===== src/rtl/cpu_pkg.sv =====
// Shared definitions for the sMIPS pipeline: default geometry, PC reset value
// and stage indices.
package cpu_pkg;

  localparam int          NUM_STAGES_DEF = 5;
  localparam logic [31:0] RESET_PC_DEF   = 32'h0000_0000;

  typedef enum logic [2:0] {
    ST_IF  = 3'd0,
    ST_ID  = 3'd1,
    ST_EX  = 3'd2,
    ST_MEM = 3'd3,
    ST_WB  = 3'd4
  } stage_e;

  // Width needed to hold a stage index; never narrower than one bit.
  function automatic int idx_w(input int n);
    return (n > 1) ? $clog2(n) : 1;
  endfunction

  localparam int STAGE_IDX_W = idx_w(NUM_STAGES_DEF);

endpackage


===== src/rtl/sat_counter.sv =====
// Saturating up-counter for pipeline performance statistics; holds at all-ones.
module sat_counter #(
  parameter int CNT_W = 32
) (
  input  logic             clk,
  input  logic             rst,
  input  logic             inc,
  output logic [CNT_W-1:0] count
);

  localparam logic [CNT_W-1:0] ONE = CNT_W'(1);

  always_ff @(posedge clk) begin
    if (rst) begin
      count <= '0;
    end else if (inc && (count != '1)) begin
      count <= count + ONE;
    end
  end

endmodule


===== src/rtl/pipe_ctrl.sv =====
// Central pipeline controller: stage valid tracking, stall/flush resolution into
// per-stage load enables and kills, registered fetch redirect, perf counters.
module pipe_ctrl
  import cpu_pkg::*;
#(
  parameter int              N_STAGES = NUM_STAGES_DEF,
  parameter int              PC_W     = 32,
  parameter int              CNT_W    = 32,
  parameter logic [PC_W-1:0] RESET_PC = PC_W'(RESET_PC_DEF),
  localparam int             IDX_W    = idx_w(N_STAGES)
) (
  input  logic                clk,
  input  logic                rst,
  input  logic                fetch_valid_i,
  input  logic [N_STAGES-1:0] stall_req_i,
  input  logic                flush_req_i,
  input  logic [IDX_W-1:0]    flush_upto_i,
  input  logic [PC_W-1:0]     redirect_pc_i,
  output logic [N_STAGES-1:0] stage_en_o,
  output logic [N_STAGES-1:0] stage_valid_o,
  output logic [N_STAGES-1:0] stage_kill_o,
  output logic                redirect_vld_o,
  output logic [PC_W-1:0]     redirect_pc_o,
  output logic                retire_o,
  output logic [CNT_W-1:0]    stall_cnt_o,
  output logic [CNT_W-1:0]    retire_cnt_o
);

  logic [N_STAGES-1:0] valid_q, valid_d;
  logic [N_STAGES-1:0] stall_act, kill, en, live, shift_in;
  logic [IDX_W-1:0]    stall_src, upto;
  logic                any_stall, stall_eff;

  assign stall_act = rst ? '0 : stall_req_i;

  // Oldest (highest-index) stalling stage wins.
  always_comb begin
    stall_src = '0;
    any_stall = 1'b0;
    for (int i = 0; i < N_STAGES; i++) begin
      if (stall_act[i]) begin
        stall_src = IDX_W'(i);
        any_stall = 1'b1;
      end
    end
  end

  assign upto = (flush_upto_i > IDX_W'(N_STAGES - 1)) ? IDX_W'(N_STAGES - 1) : flush_upto_i;

  // A stall whose source is itself being flushed no longer holds anything.
  assign stall_eff = any_stall && !(flush_req_i && (stall_src <= upto));

  assign live     = valid_q & ~kill;
  assign shift_in = {live[N_STAGES-2:0], fetch_valid_i};

  always_comb begin
    kill    = '0;
    en      = '1;
    valid_d = '0;
    for (int i = 0; i < N_STAGES; i++) begin
      kill[i] = flush_req_i && (IDX_W'(i) <= upto);
    end
    for (int i = 0; i < N_STAGES; i++) begin
      if (stall_eff && (IDX_W'(i) <= stall_src)) begin
        en[i]      = 1'b0;
        valid_d[i] = valid_q[i];
      end else if (stall_eff && (i > 0) && (IDX_W'(i - 1) == stall_src)) begin
        valid_d[i] = 1'b0;
      end else begin
        valid_d[i] = shift_in[i];
      end
      valid_d[i] = valid_d[i] & ~kill[i];
    end
  end

  always_ff @(posedge clk) begin
    if (rst) begin
      valid_q        <= '0;
      redirect_vld_o <= 1'b0;
      redirect_pc_o  <= RESET_PC;
    end else begin
      valid_q        <= valid_d;
      redirect_vld_o <= flush_req_i;
      if (flush_req_i) begin
        redirect_pc_o <= redirect_pc_i;
      end
    end
  end

  assign stage_en_o    = en;
  assign stage_valid_o = valid_q;
  assign stage_kill_o  = kill;
  assign retire_o      = valid_q[N_STAGES-1] & ~stall_act[N_STAGES-1] & ~kill[N_STAGES-1];

  sat_counter #(.CNT_W(CNT_W)) u_stall_cnt (
    .clk   (clk),
    .rst   (rst),
    .inc   (any_stall),
    .count (stall_cnt_o)
  );

  sat_counter #(.CNT_W(CNT_W)) u_retire_cnt (
    .clk   (clk),
    .rst   (rst),
    .inc   (retire_o),
    .count (retire_cnt_o)
  );

endmodule


===== config.mk =====
export PLATFORM = sky130hd
export DESIGN_NAME = pipe_ctrl
export DESIGN_NICKNAME = d
export VERILOG_FILES = /design/src/rtl/cpu_pkg.sv /design/src/rtl/sat_counter.sv /design/src/rtl/pipe_ctrl.sv
export SDC_FILE = /design/constraint.sdc
export NUM_CORES = 1
export LEC_CHECK = 0
export CAP_MARGIN = 5
export CELL_PAD_IN_SITES_DETAIL_PLACEMENT = 1
export CELL_PAD_IN_SITES_GLOBAL_PLACEMENT = 1
export CORE_UTILIZATION = 31
export DETAILED_ROUTE_END_ITERATION = 8
export PLACE_DENSITY_LB_ADDON = 0.2
export SLEW_MARGIN = 30
export SYNTH_ARGS = -nofsm -noshare
export SYNTH_HDL_FRONTEND = slang
export SYNTH_SLANG_ARGS = --single-unit

===== constraint.sdc =====
create_clock -name clk -period 2.5 [get_ports clk]
set_input_delay 0.375 -clock clk [delete_from_list [all_inputs] [get_ports clk]]
set_output_delay 0.375 -clock clk [all_outputs]
set_load 0.005 [all_outputs]

# == After elaboration in Yosys (flattened, before gate mapping) ==
# Cells that the tools add are included.
# totals
reg_bits,102
output_inout_bits,113
input_bits,44
# classes
n_lt_le_gt_ge,12
n_mux,25
reduce_logical,20
n_addsub,2
bitwise,15
eq_ne,5
# op_table
op,count
$add 32x1->32 const B,2
$ne 32x32->1 const B,2
$mux 1,20
$logic_and 1x1->1,18
$le 1x3->1 const A,4
$le 2x3->1 const A,4
$and 1x1->1,7
$eq 2x3->1 const A,2
$le 3x3->1 const A,2
$mux 3,2
$not 1->1,6
$mux 5,1
$and 4x4->4,1
$mux 2,2
$not 4->4,1
$eq 1x3->1 const A,1
$gt 3x3->1 const B,1
$le 3x3->1,1
$logic_not 3->1,1
$logic_not 1->1,1

# == Logic depth before layout (Yosys ltp) ==
# logic_depth
word_depth,13
depth_mapped,9
depth_no_buf,8

# == Modules after synthesis ==
# From an unflattened synthesis, not the netlist that was laid out.
# hier_totals
hier_cells,564
area_unflattened_um2,4943.5
# modules_own_cells
module,area_each_um2,n_inst,cells_per_inst
sat_counter,1674.1,2,199
pipe_ctrl,1595.3,1,166

# == Worst setup path after synthesis ==
# Ideal clock, no wire load.
# synth_timing
path_kind,input-to-output
from,input rst
to,output stage_en_o[2]
required_ns,2.125
path_buffers,1
arrival_time_ns,2.093
setup_slack_ns,0.032
stages,8
path_cell_list,clkbuf_1 -> nor2_1 -> o21a_1 -> ha_1 -> nor2b_1 -> o21ai_0 -> maj3_1 -> a211o_1
# synth_between
elab_chain_len,11
# synth_rtl
item,line_no,text
start: declaration,pipe_ctrl.sv:13,"input logic rst,"
$mux 5 (*),pipe_ctrl.sv:34,assign stall_act = rst ? '0 : stall_req_i;
$mux 1,pipe_ctrl.sv:41,if (stall_act[i]) begin
$mux 2 (2 in a row),pipe_ctrl.sv:41,
$mux 3,pipe_ctrl.sv:41,
$le 3x3->1,pipe_ctrl.sv:51,assign stall_eff = any_stall && !(flush_req_i && (stall_src <= upto));
$logic_and 1x1->1,pipe_ctrl.sv:51,
$logic_not 1->1,pipe_ctrl.sv:51,
$logic_and 1x1->1,pipe_ctrl.sv:51,
$logic_and 1x1->1 (*),pipe_ctrl.sv:64,if (stall_eff && (IDX_W'(i) <= stall_src)) begin
$mux 1 (*),pipe_ctrl.sv:64,
end: declaration,pipe_ctrl.sv:19,"output logic [N_STAGES-1:0] stage_en_o,"
# Mark *: on every way between the ends. The rest lies on a longest branch, timed or not.

# == Worst setup path in the final report ==
# layout_timing
from,input stall_req_i[1]
to,output stage_en_o[1]
# layout_between
elab_chain_len,11
# layout_rtl
item,line_no,text
start: declaration,pipe_ctrl.sv:15,"input logic [N_STAGES-1:0] stall_req_i,"
$mux 5 (*),pipe_ctrl.sv:34,
$mux 1,pipe_ctrl.sv:41,
$mux 2 (2 in a row),pipe_ctrl.sv:41,
$mux 3,pipe_ctrl.sv:41,
$le 3x3->1,pipe_ctrl.sv:51,
$logic_and 1x1->1,pipe_ctrl.sv:51,
$logic_not 1->1,pipe_ctrl.sv:51,
$logic_and 1x1->1,pipe_ctrl.sv:51,
$logic_and 1x1->1 (*),pipe_ctrl.sv:64,
$mux 1 (*),pipe_ctrl.sv:64,
# Marks and branches as above.

==> results.sh <==
export IMPL_final_cells=953
export IMPL_grt_pass1_vias=5230
export IMPL_max_slew_margin_rel_pct=61.2
export IMPL_tightest_slew_ns=0.580
export IMPL_hold_viol=0
export IMPL_cts_clk_slew_worst_paths_ns=0.07
export IMPL_finClkSkew_ns=0.00721
export IMPL_pin_count=157
export IMPL_io_buffers=156
export IMPL_worstSetupPathType="primary input to primary output"
export IMPL_worst_slack_ns=-0.00767
export IMPL_cts_root_buf="clkbuf_16"
export IMPL_tns_ns=-0.00767
export IMPL_drt_iter0_drc=183
export IMPL_wl_per_cell_um=16.3
export IMPL_hold_path_depth=2
export IMPL_multi_input_area_um2=2680
export IMPL_ys_ff_latch=102
export IMPL_syn_area_um2=4870
export IMPL_synth_fp_nets=606
export IMPL_ys_flop_type="dfxtp_1"
export IMPL_setup_worst_path_start_class="primary input"
export IMPL_drt_wl_total_mm=15.6
export IMPL_setup_viol=1
export IMPL_postRouteAntennaNets=0
export IMPL_yosys_warnings=0
export IMPL_fmax_ghz=0.399
export IMPL_status="finished, violations left"
export IMPL_h_tree_depth=3
export IMPL_register_area_um2=2040
export IMPL_grt_overflow_total=0
export IMPL_drive_gt1_share_pct=13.2
export IMPL_place_hpwl_mm=11.7
export IMPL_die_h_um=127
export IMPL_cts_sinks=102
export IMPL_layout_commonest_cell="clkdlybuf4s50_1"
export IMPL_track_usage_pct=20.1
export IMPL_clock_latency_ns=0.34
export IMPL_min_path_type="flop to flop"
export IMPL_num_vias=4965
export IMPL_ys_async_sr_fraction_pct=0
export IMPL_powerDensity_nw_per_um2=500
export IMPL_cp_slowest_cell="or3_4"
export IMPL_drv_cap=0
export IMPL_grt_setup_unrepaired="yes"
export IMPL_cts_tree="built"
export IMPL_dieArea_um2=16200
export IMPL_core_um2=15300
export IMPL_clk_path_buf_depth=2
export IMPL_cp_cell_sequence="clkdlybuf4s15_2 -> nor2b_4 -> o21ai_2 -> ha_1 -> a21oi_2 -> o21ai_1 -> a32o_2 -> or3_4 -> buf_6"
export IMPL_grt_max_degree=50
export IMPL_final_area_um2=7300
export IMPL_crit_fanout=4
export IMPL_drt_pre_antenna_iters=4
export IMPL_ys_types=53
export IMPL_timing_final_crit_period_ns=2.51
export IMPL_avgSynthCellArea_um2=8.74
export IMPL_final_cell_mix="142 x clkdlybuf4s50_1, 102 x dfxtp_1, 48 x nor2_1"
export IMPL_slowest_delay_ns=0.34
export IMPL_yosysSeqAreaShare_pct=41.9
export IMPL_arrival_ns=2.13
export IMPL_num_antenna_cells=0
export IMPL_antenna_found_initial=0
export IMPL_rows=45
export IMPL_dp_slack_ns=-0.817
export IMPL_max_vdd_ir_drop_v=0.000344
export IMPL_final_net_count=785
export IMPL_placed_cells=936
export IMPL_synth_edff_count=0
export IMPL_grt_pass1_wl_mm=26.1
export IMPL_timing_final_max_slew_violations=0
export IMPL_post_route_drc_count=0
export IMPL_area_delta_synth_final_pct=49.7
export IMPL_violations="setup timing"
export IMPL_initial_core_util_pct=31.9
export IMPL_viasPerCell=5.21
export IMPL_worst_r2r_cell_count=8
export IMPL_fin_crit_sh_pct=100
export IMPL_dpl_cell_area_um2=6910
export IMPL_endpoint_kind="primary output"
export IMPL_p_leak_nw=2.67
export IMPL_fill_cells=1813
export IMPL_die_x_um=127
export IMPL_critPathRequiredTime_ns=2.12
export IMPL_cts_buffers=9
export IMPL_synth_cells=558
export IMPL_gp_congestion=0.804
-- flip-flops by register name, summed over array words and instances (netlist names) --
signal              count
redirect_vld_o          1
u_stall_cnt.count      32
u_retire_cnt.count     32
stage_valid_o           5
redirect_pc_o          32
-- metal layers --
layer | up-vias | wire (um) | GRT usage (%)
met5 | - | 0 | 0
met4 | 0 | 206 | 5.81
met3 | 15 | 1260 | 7.83
met2 | 124 | 7460 | 35.0
met1 | 2399 | 6650 | 22.6
li1 | 2427 | - | -
-- worst max-delay path, delay by kind of cell --
kind	cells	cell delay (ns)
AND/OR/NAND/NOR	2	0.47
AO/OA/AOI/OAI	4	0.70
buffers and inverters	2	0.33
adder cells (fa/ha/maj)	1	0.28
-- cell usage after synthesis, drive strengths merged, types with 4 or more instances --
cell type	instances	share of area (%)
o31ai	14	2.4
dfxtp	102	42
nand2	25	1.9
nand2b	4	0.51
nand3	23	2.4
or4	16	2.5
mux2i	35	7.2
buf	17	2.0
and2	4	0.51
inv	13	1.0
o21ai	35	3.6
clkbuf	20	1.5
mux2	7	1.6
a21oi	48	4.9
o311ai	7	1.3
o41ai	5	0.90
nor2	49	3.8
or3	36	4.6
ha	4	1.0
nor3	4	0.41
and3	9	1.2
nor2b	13	1.7
and4	8	1.4
nand4	20	3.0
nor4	10	1.6
o21a	4	0.62
-- final cells by class --
class	instances	share of cell area, %
Inverter	13	0.668
Multi-Input combinational cell	406	36.6
Timing Repair Buffer	205	26.5
Clock inverter	3	0.891
Sequential cell	102	28.0
Clock buffer	13	3.70
Tap cell	211	3.62
-- worst paths after layout --
kind	startpoint	end	slack (ns)
worst min-delay path	redirect_pc_o[11]	redirect_pc_o[11]	0.49
worst max-delay path	stall_req_i[1]	stage_en_o[1]	-0.008
worst max register to register	u_stall_cnt.count[0]	u_stall_cnt.count[16]	0.19
worst min register to register	redirect_pc_o[11]	redirect_pc_o[11]	0.49
-- through the flow --
stage | util, % | hold slack, ns | total power, W
2_1_floorplan | - | 0.464 | 0.00187
6_report | 47.8 | 0.494 | 0.00365
3_5_place_dp | 45.3 | 0.486 | 0.00211
4_1_cts | 47.7 | 0.504 | 0.00371
3_3_place_gp | 45.3 | 0.472 | 0.00210
5_1_grt | 47.8 | 0.529 | 0.00381
-- logic make-up (layout without fill, tap and decap cells) --
| group | after synthesis | in the layout | share of synthesized area (%) |
|---|---|---|---|
| AND/OR/NAND/NOR | 228 | 228 | 26.6 |
| buffers and inverters | 50 | 234 | 4.54 |
| flip-flops | 102 | 102 | 41.9 |
| multiplexers | 42 | 42 | 8.80 |
| AO/OA/AOI/OAI | 128 | 128 | 16.4 |
| XOR/XNOR | 3 | 3 | 0.539 |
| adder cells (fa/ha/maj) | 5 | 5 | 1.23 |
-- what timing repair did --
action,4_1_cts,5_1_grt
gates resized for setup,39,7
endpoints found under the setup margin,7,16
hold buffers,0,0
setup buffers,1,0
pin swaps,10,5
gates cloned,0,0
-- report_power, final --
group / switching (W) / internal, W / total, W
Clock: 0.000606 / 0.000959 / 0.00157
Sequential: 0.0000236 / 0.00166 / 0.00169
Combinational: 0.000170 / 0.000227 / 0.000397
Total: 0.000799 / 0.00285 / 0.00365
(Power assumes the default switching activity.)
